===== config.mk =====
export PLATFORM = sky130hd
export DESIGN_NAME = rf_scb
export DESIGN_NICKNAME = d
export VERILOG_FILES = /design/src/rtl/rf_scb.sv
export SDC_FILE = /design/constraint.sdc
export NUM_CORES = 1
export LEC_CHECK = 0
export ABC_CLOCK_PERIOD_IN_PS = 5200
export CAP_MARGIN = 10
export CELL_PAD_IN_SITES_DETAIL_PLACEMENT = 0
export CELL_PAD_IN_SITES_GLOBAL_PLACEMENT = 2
export CORE_UTILIZATION = 42
export CTS_CLUSTER_SIZE = 10
export DETAILED_ROUTE_END_ITERATION = 6
export PLACE_DENSITY_LB_ADDON = 0.1
export SLEW_MARGIN = 5
export SYNTH_ARGS = -nofsm -noshare
export SYNTH_HDL_FRONTEND = slang
export SYNTH_SLANG_ARGS = --single-unit

===== constraint.sdc =====
create_clock -name clk -period 5.2 [get_ports clk]
set_clock_uncertainty 0.2 [all_clocks]
set_input_delay 1.3 -clock clk [delete_from_list [all_inputs] [get_ports clk]]
set_output_delay 1.3 -clock clk [all_outputs]
set_load 0.01 [all_outputs]

===== src/rtl/rf_scb.sv =====
// Register file with a per-register busy scoreboard; reads are combinational (zero latency).
// Issue requests are refused via issue_ok while the target is busy; the requester retries.
module rf_scb #(
    parameter int WIDTH    = 16,
    parameter int AW       = 3,
    parameter int BYPASS   = 1,
    parameter int ZERO_REG = 0
) (
    input  logic             clk,
    input  logic             rst,
    input  logic [AW-1:0]    read1regsel,
    input  logic [AW-1:0]    read2regsel,
    output logic [WIDTH-1:0] read1data,
    output logic [WIDTH-1:0] read2data,
    output logic             read1busy,
    output logic             read2busy,
    input  logic [AW-1:0]    writeregsel,
    input  logic [WIDTH-1:0] writedata,
    input  logic             write,
    input  logic             issue,
    input  logic [AW-1:0]    issueregsel,
    output logic             issue_ok,
    output logic [AW:0]      busycount
);
    localparam int NREGS = 2**AW;

    logic [WIDTH-1:0] regs_q [NREGS];
    logic [WIDTH-1:0] regs_d [NREGS];
    logic [NREGS-1:0] busy_q;
    logic [NREGS-1:0] busy_d;

    logic wr_en;
    logic issue_zero;
    logic issue_set;
    logic wr_clears;

    // Writes and issues aimed at a hardwired-zero r0 are dropped here, so r0 stays 0 and idle.
    assign wr_en      = write && !((ZERO_REG != 0) && (writeregsel == '0));
    assign issue_zero = (ZERO_REG != 0) && (issueregsel == '0);

    always_comb begin
        issue_ok = 1'b1;
        if (!issue_zero) begin
            issue_ok = !busy_q[issueregsel] || (write && (writeregsel == issueregsel));
        end
    end

    assign issue_set = issue && issue_ok && !issue_zero;
    // A same-cycle issue to the written register wins, so the write does not clear busy.
    assign wr_clears = wr_en && !(issue_set && (issueregsel == writeregsel));

    always_comb begin
        regs_d = regs_q;
        busy_d = busy_q;
        if (wr_en) begin
            regs_d[writeregsel] = writedata;
            busy_d[writeregsel] = 1'b0;
        end
        if (issue_set) begin
            busy_d[issueregsel] = 1'b1;
        end
    end

    always_comb begin
        read1data = regs_q[read1regsel];
        read1busy = busy_q[read1regsel];
        if ((BYPASS != 0) && wr_en && (writeregsel == read1regsel)) begin
            read1data = writedata;
            if (wr_clears) begin
                read1busy = 1'b0;
            end
        end
    end

    always_comb begin
        read2data = regs_q[read2regsel];
        read2busy = busy_q[read2regsel];
        if ((BYPASS != 0) && wr_en && (writeregsel == read2regsel)) begin
            read2data = writedata;
            if (wr_clears) begin
                read2busy = 1'b0;
            end
        end
    end

    always_comb begin
        busycount = '0;
        for (int i = 0; i < NREGS; i++) begin
            busycount = busycount + (AW+1)'(busy_q[i]);
        end
    end

    always_ff @(posedge clk or negedge rst) begin
        if (!rst) begin
            for (int i = 0; i < NREGS; i++) begin
                regs_q[i] <= '0;
            end
            busy_q <= '0;
        end else begin
            for (int i = 0; i < NREGS; i++) begin
                regs_q[i] <= regs_d[i];
            end
            busy_q <= busy_d;
        end
    end
endmodule

**Yosys cells after proc, flatten, opt, wreduce, memory -nomap -nowiden**

Cells that the tools add are included.

- Input bits: 32
- Output and inout bits: 39
- Logic and storage cells: 75
- Register bits: 136

- Eq/ne operators: 4
- Bitwise gates (word level): 6
- Add/subtract/negate cells: 7
- Reductions and logical operators: 12
- Order comparisons: 10
- Mux-type cells: 27

Operators with widths:

| operator | number |
|---|---|
| $bwmux W128 | 1 |
| $mux W16 | 7 |
| $bmux W16 S3 | 2 |
| $demux W16 S3 | 1 |
| $add A4 B1 Y4 | 4 |
| $lt A3 B4 Y1 const B | 4 |
| $mux W8 | 2 |
| $eq A3 B3 Y1 | 4 |
| $ge A4 B4 Y1 const B | 3 |
| $not A3 Y4 | 3 |
| $bmux W1 S3 | 3 |
| $logic_and A1 B1 Y1 | 9 |
| $mux W1 | 9 |
| $and A8 B8 Y8 | 1 |
| $not A8 Y8 | 1 |
| $or A8 B8 Y8 | 1 |
| $demux W1 S3 | 2 |
| $ge A3 B1 Y1 const B | 2 |
| $add A3 B1 Y4 | 1 |
| $lt A4 B1 Y1 const B | 1 |
| $add A2 B1 Y3 | 1 |
| $add A1 B1 Y2 | 1 |
| $logic_not A1 Y1 | 2 |
| $logic_or A1 B1 Y1 | 1 |

**Depth between registers and ports, before layout**

Gate-level depths: netlist of run 1.

- Depth in word-level cells: 10
- Gate-level depth with buffers: 9
- Mapped depth without buffers: 9

**Least setup slack after synthesis of run 1**

OpenSTA, ideal clock, no wires.

- Path kind: reg2out
- Start: register busy_q[0]
- End: output busycount[2]
- Arrival time: 2.716 ns
- Cell stages (with the launch flop): 10
- Path buffers: 0
- Path slack: 0.984 ns
- Required time: 3.700 ns
- Path through: dfrtp_1 fa_1 inv_1 fa_1 fa_1 inv_1 ha_1 inv_1 fa_1 xnor2_1

- Word-level cells in the longest chain between the ends: 7

RTL lines:

| element | RTL line | text |
|---|---|---|
| start, declared | 29 | `logic [NREGS-1:0] busy_q;` |
| start signal, assigned | 103 | `busy_q <= busy_d;` |
| $add A1 B1 Y2 | 89 | `busycount = busycount + (AW+1)'(busy_q[i]);` |
| $add A2 B1 Y3 | 89 |  |
| $add A3 B1 Y4 | 89 |  |
| $add A4 B1 Y4 (4 in series) | 89 |  |
| end, declared | 23 | `output logic [AW:0] busycount` |

No other way between the ends.

**Worst setup path in the final report of run 1**

- Start: input writeregsel[2]
- End: output read2data[6]

- Word-level cells in the longest chain between the ends: 3

RTL lines:

| element | RTL line | text |
|---|---|---|
| start, declared | 17 | `input logic [AW-1:0] writeregsel,` |
| $eq A3 B3 Y1 | 78 | `if ((BYPASS != 0) && wr_en && (writeregsel == read2regsel)) begin` |
| $logic_and A1 B1 Y1 | 78 |  |
| $mux W16 | 78 |  |
| end, declared | 14 | `output logic [WIDTH-1:0] read2data,` |

No other way between the ends.

==> results of run 1 <==
-- cell usage after synthesis, types with 4 or more instances --
| master | instances |
|---|---|
| buf_6 | 4 |
| nand3_1 | 4 |
| mux2i_1 | 35 |
| mux4_2 | 68 |
| xnor2_1 | 7 |
| nand2_1 | 9 |
| a21oi_1 | 35 |
| o21ai_0 | 4 |
| mux2_2 | 131 |
| dfrtp_1 | 136 |
| buf_4 | 25 |
| inv_1 | 15 |
| nor2_1 | 35 |
| o22ai_1 | 4 |
| buf_2 | 22 |
| nor2b_1 | 4 |
| fa_1 | 4 |
-- placed cells by master (no fill, tap or decap), drive strengths merged, types with 4 or more instances in the layout --
| cell type | instances |
|---|---|
| a21oi | 35 |
| buf | 32 |
| clkbuf | 17 |
| clkdlybuf4s50 | 63 |
| clkinv | 5 |
| dfrtp | 136 |
| fa | 4 |
| inv | 20 |
| mux2 | 131 |
| mux2i | 35 |
| mux4 | 68 |
| nand2 | 9 |
| nand3 | 4 |
| nand4 | 4 |
| nor2 | 35 |
| nor2b | 4 |
| o21ai | 4 |
| o22ai | 4 |
| xnor2 | 7 |
-- what timing repair did --
action | CTS | global route
gates cloned | 0 | 0
gates resized for setup | 2 | 1
pin swaps | 0 | 0
endpoints found under the setup margin | 2 | 1
-- logic make-up after synthesis --
kind of cell | count (synthesis) | synth area share [%]
flops | 136 | 42.5
mux | 234 | 41.9
buf+inv | 70 | 5.17
compound gates | 46 | 3.11
xor+xnor | 10 | 1.09
fa+ha+maj | 7 | 1.47
simple gates | 65 | 4.69
-- worst max-delay path, cell delays in order --
cell	delay, ns
clkdlybuf4s50_1	0.74
xnor2_1	0.17
nand4_1	0.16
buf_12	0.22
a21oi_1	0.26
clkdlybuf4s50_1	0.60
-- flip-flops by register name, summed over array words and instances, names as in the netlist --
signal and count:
regs_q 128, busy_q 8
-- area by class of cell --
type                            count  area (um^2)  share of cell area (%)
Clock buffer                       17          425                    4.49
Clock inverter                     15          166                    1.76
Inverter                           15         56.3                   0.594
Multi-Input combinational cell    362         4190                    44.2
Sequential cell                   136         3400                    35.9
Tap cell                          234          293                    3.09
Timing Repair Buffer               97          945                    9.97
-- power breakdown --
part	internal, uW	switching, uW	leakage (uW)
Combinational	783	496	0.00203
Clock	715	494	0.000281
Sequential	1300	178	0.00163
-- final timing paths --
kind                                           end  depth (start not counted)                    from  slack [ns]
max                                   read2data[6]                          6          writeregsel[2]        0.24
min                         regs_q[81]$_DFFE_PN0P_                          1  regs_q[81]$_DFFE_PN0P_        0.32
max reg2reg                    busy_q[6]$_DFF_PN0_                          5     busy_q[1]$_DFF_PN0_        3.52
min reg2reg                 regs_q[81]$_DFFE_PN0P_                          1  regs_q[81]$_DFFE_PN0P_        0.32
max in group asynchronous  regs_q[127]$_DFFE_PN0P_                          2                     rst        3.09
min in group asynchronous      busy_q[2]$_DFF_PN0_                          1                     rst        0.78
-- metal layers --
layer	GRT usage (%)	wire, um	up-vias
met4	6.77	282	0
met3	4.34	553	18
li1	-	-	2255
met2	36.5	10100	83
met5	0	0	-
met1	28.2	8870	2618
-- through the flow --
| stage | total power, uW | setup slack, ns |
|---|---|---|
| after floorplan | 2290 | 0.984 |
| after global placement | 2770 | 0.252 |
| after detailed placement | 2800 | 0.251 |
| after CTS | 4020 | 0.00878 |
| after global routing | 4200 | 0.114 |
| final | 3960 | 0.240 |
==> results.json, run 1 <==
{
  "status": "completed",
  "tns_ns": 0,
  "clockBufferDepth": 2,
  "power_leakage_uw": 0.00394,
  "final_cells": 876,
  "cts_sinks": 136,
  "fp.dieH_um": 140,
  "place_inst": 844,
  "fin_hold_ws_ns": 0.323,
  "drv_cap": 0,
  "fin_nets": 668,
  "dr.pass1.iters": 4,
  "required_ns": 3.70,
  "num_rows": 50,
  "yosys-top-cells-area": "dfrtp_1, mux4_2, mux2_2",
  "io_pins": 71,
  "min_period_over_period_pct": 95.4,
  "period_minus_slack_ns": 4.96,
  "yosys_warnings": 0,
  "max_freq_ghz": 0.202,
  "drc_errors": 0,
  "ir_drop_v": 0.000231,
  "cp_data_arrival_time_ns": 3.46,
  "grt_use_total_pct": 21.7,
  "synth-edff-count": 0,
  "antenna_left": 0,
  "critPathKind": "in -> out",
  "ys_ff_latch": 136,
  "via_per_inst": 5.68,
  "synthesis.area_um2": 8000,
  "post_cts_buffers": 0,
  "fillers": 1620,
  "gp_congestion": 0.740,
  "setup_viol": 0,
  "grt_pass1_vias": 5227,
  "synthArstFlopShare_pct": 100,
  "die_w_um": 140,
  "yosysUniqueCellTypes": 31,
  "postLayoutCoreUtil_pct": 50.7,
  "maxSlewViolCount": 0,
  "final_hold_viol_count": 0,
  "area_delta_synth_final_pct": 18.4,
  "worst_pin_slew_ns": 0.930,
  "yosys.area.top_type": "dfrtp_1",
  "cts_buffers": 17,
  "yosysTopAreaCellShare_pct": 42.5,
  "path_max_fanout": 33,
  "port_buffers": 70,
  "grt_pass1_wl_mm": 31.1,
  "place_area_um2": 8880,
  "grt_setup_unrepaired": "false",
  "ys_seq_area_share_pct": 42.5,
  "holdCritPathClass": "reg -> reg",
  "diodes": 0,
  "dieArea_um2": 19600,
  "routedWlPerCell_um": 22.6,
  "synthFlopType": "dfrtp_1",
  "critPathLaunchType": "primary input",
  "clkTransAtPathRegs_ns": 0.06,
  "drive_gt1_share_pct": 42.7,
  "synthCells": 568,
  "syn_avg_cell_area_um2": 14.1,
  "cts_tree": "yes",
  "cts_htree_levels": 4,
  "start_util_pct": 42.8,
  "power.density_nw_per_um2": 418,
  "design_area_um2": 9480,
  "vias": 4974,
  "antenna_found_initial": 0,
  "root_buffer": "clkbuf_16",
  "dp_hpwl_mm": 12.7,
  "wl_mm": 19.8,
  "syn_nets": 607,
  "max_slew_margin_pct": 37.8,
  "end_kind": "output port",
  "drtIter0Drc": 253,
  "grt_overflow_total": 0,
  "clk_latency_ns": 0.42,
  "core-area_um2": 18700,
  "grt_max_degree": 70,
  "postCtsHoldBufs": 0
}
No activity file was read; power rests on OpenSTA's default activity.
==> run 2, diff against run 1 <==
Settings changed: SLEW_MARGIN 5 to default.
==> results of run 2 <==
The final DEF is identical to that of run 1; final timing and power are the same.
==> run 3, diff against run 2 <==
Settings changed: CORE_MARGIN from default to 2, SLEW_MARGIN from default to 20.
==> run 3 against run 2 <==
  * Cell count grew 0.46%
  * Maximum frequency is 0.95% higher
  * Sequential power hardly changed
  * Largest power group unchanged
  * Flip-flop and latch count did not move
  * First-iteration DRC count rose by 15%
==> results.json, run 3 (synthesized netlist as in run 1, its figures left out) <==
{
  "required_ns": 3.70,
  "crit_path_top_delay_cell": "fa_1",
  "worstHoldStart": "regs_q[23]$_DFFE_PN0P_",
  "largest_register": "regs_q",
  "p_sw_uw": 1160,
  "cp-endpoint": "busycount[2]",
  "met1Wirelength_mm": 8.64,
  "cts_tree": "yes",
  "clockBufferDepth": 2,
  "dieArea_um2": 20200,
  "design_area_um2": 9650,
  "reg2reg_depth": 5,
  "min_period_over_period_pct": 94.5,
  "worst_pin_slew_ns": 0.960,
  "wl_mm": 19.8,
  "largest_register_ffs": 128,
  "start_util_pct": 42.8,
  "max_slew_margin_pct": 35.8,
  "reg.largest.list": "regs_q x128, busy_q x8",
  "cts_htree_levels": 4,
  "setup_viol": 0,
  "p_seq_share_pct": 35.5,
  "internal_power_uw": 2990,
  "grt_setup_unrepaired": "false",
  "reg2reg_slack_ns": 3.48,
  "grt_overflow_total": 0,
  "grt_use_total_pct": 21.1,
  "root_buffer": "clkbuf_16",
  "r2r-end": "busy_q[7]$_DFF_PN0_",
  "finalPower_uw": 4150,
  "p_clk_share_pct": 33.3,
  "max_freq_ghz": 0.204,
  "fin_hold_ws_ns": 0.321,
  "ir_drop_v": 0.000266,
  "wl_met2_mm": 10.1,
  "grt_pass1_vias": 5469,
  "die_w_um": 142,
  "antenna_found_initial": 0,
  "cp_data_arrival_time_ns": 3.41,
  "cts_sinks": 136,
  "diodes": 0,
  "period_minus_slack_ns": 4.91,
  "fin_nets": 673,
  "critPathKind": "reg -> out",
  "via_per_inst": 5.76,
  "clkTransAtPathRegs_ns": 0.06,
  "io_pins": 71,
  "vias": 5072,
  "grt_pass1_wl_mm": 31.5,
  "dr_wl_met3_um": 760,
  "slowest_delay_ns": 0.54,
  "holdCritPathClass": "reg -> reg",
  "cts_buffers": 17,
  "dr.pass1.iters": 4,
  "crit_top_cell": "fa_1",
  "critical_path.startpoint": "busy_q[0]$_DFF_PN0_",
  "mostFrequentLayoutCells": "dfrtp_1, mux2_2, mux4_2, clkdlybuf4s50_1",
  "power.density_nw_per_um2": 430,
  "grt_max_degree": 74,
  "dp_hpwl_mm": 12.6,
  "core-area_um2": 18700,
  "power_leakage_uw": 0.00402,
  "fp.dieH_um": 142,
  "gp_congestion": 0.761,
  "drive_gt1_share_pct": 43.0,
  "maxSlewViolCount": 0,
  "layout_commonest_cell": "dfrtp_1",
  "highest_layer": "met4",
  "swShare_pct": 28.0,
  "tns_ns": 0,
  "antenna_left": 0,
  "path_max_fanout": 2,
  "path_cells": "fa_1, inv_1, fa_1, fa_1, inv_1, ha_1, inv_1, fa_1, xnor2_1, dlygate4sd2_1",
  "num_rows": 50,
  "critPathLaunchType": "register",
  "drc_errors": 0,
  "place_area_um2": 8960,
  "r2r-start": "busy_q[0]$_DFF_PN0_",
  "drv_cap": 0,
  "power_frac_comb_pct": 31.2,
  "area_delta_synth_final_pct": 20.6,
  "clk_latency_ns": 0.42,
  "final_hold_viol_count": 0,
  "drtIter0Drc": 291,
  "status": "completed",
  "end_kind": "output port",
  "port_buffers": 70,
  "routedWlPerCell_um": 22.5
}
-- run 3: critical path, delay by kind of cell (launching register included) --
family | cells | cell delay, ns
xor gates and xnor gates | 1 | 0.15
adders and majority gates | 5 | 1.97
buffers and inverters | 4 | 0.45
DFF | 1 | 0.42
-- run 3: power groups by stage --
stage	Sequential [uW]	Combinational, uW	Clock, uW
2_1_floorplan	1430	866	0
3_3_place_gp	1480	1300	0
3_5_place_dp	1490	1320	0
4_1_cts	1470	1310	1410
5_1_grt	1510	1410	1460
6_report	1470	1290	1380
-- run 3: stage by stage --
stage                     setup slack (ns)  instances  util [%]
after floorplan                      0.984        568         -
after global placement               0.328        847      47.9
after detailed placement             0.301        847      47.9
after CTS                            0.239        880      51.6
after global routing                 0.144        880      51.6
final                                0.287        880      51.6
-- run 3: routing by layer --
layer,global-route usage (%),vias up
met3,4.71,25
met5,0,-
met2,35.7,111
met1,27.1,2662
met4,7.16,0
li1,-,2274
-- run 3: how the worst min path moves through the flow --
stage                                        end  slack [ns]  cells past startpoint
after global routing      regs_q[90]$_DFFE_PN0P_        0.34                      1
after floorplan           regs_q[22]$_DFFE_PN0P_        0.29                      1
after detailed placement   regs_q[6]$_DFFE_PN0P_        0.31                      1
final                     regs_q[23]$_DFFE_PN0P_        0.32                      1
after global placement    regs_q[31]$_DFFE_PN0P_        0.30                      1
after CTS                 regs_q[13]$_DFFE_PN0P_        0.32                      1
-- run 3: final cells by class --
class	count	area, um^2
Fill cell	1580	9050
Multi-Input combinational cell	362	4190
Sequential cell	136	3410
Timing Repair Buffer	102	1040
Clock buffer	17	425
Tap cell	234	293
Clock inverter	14	245
Inverter	15	56.3
-- run 3: what timing repair did --
action                                  4_1_cts  5_1_grt
hold buffers                                  0        0
buffers inserted                              2        0
endpoints found under the setup margin        2        0
resized for setup                             5        0
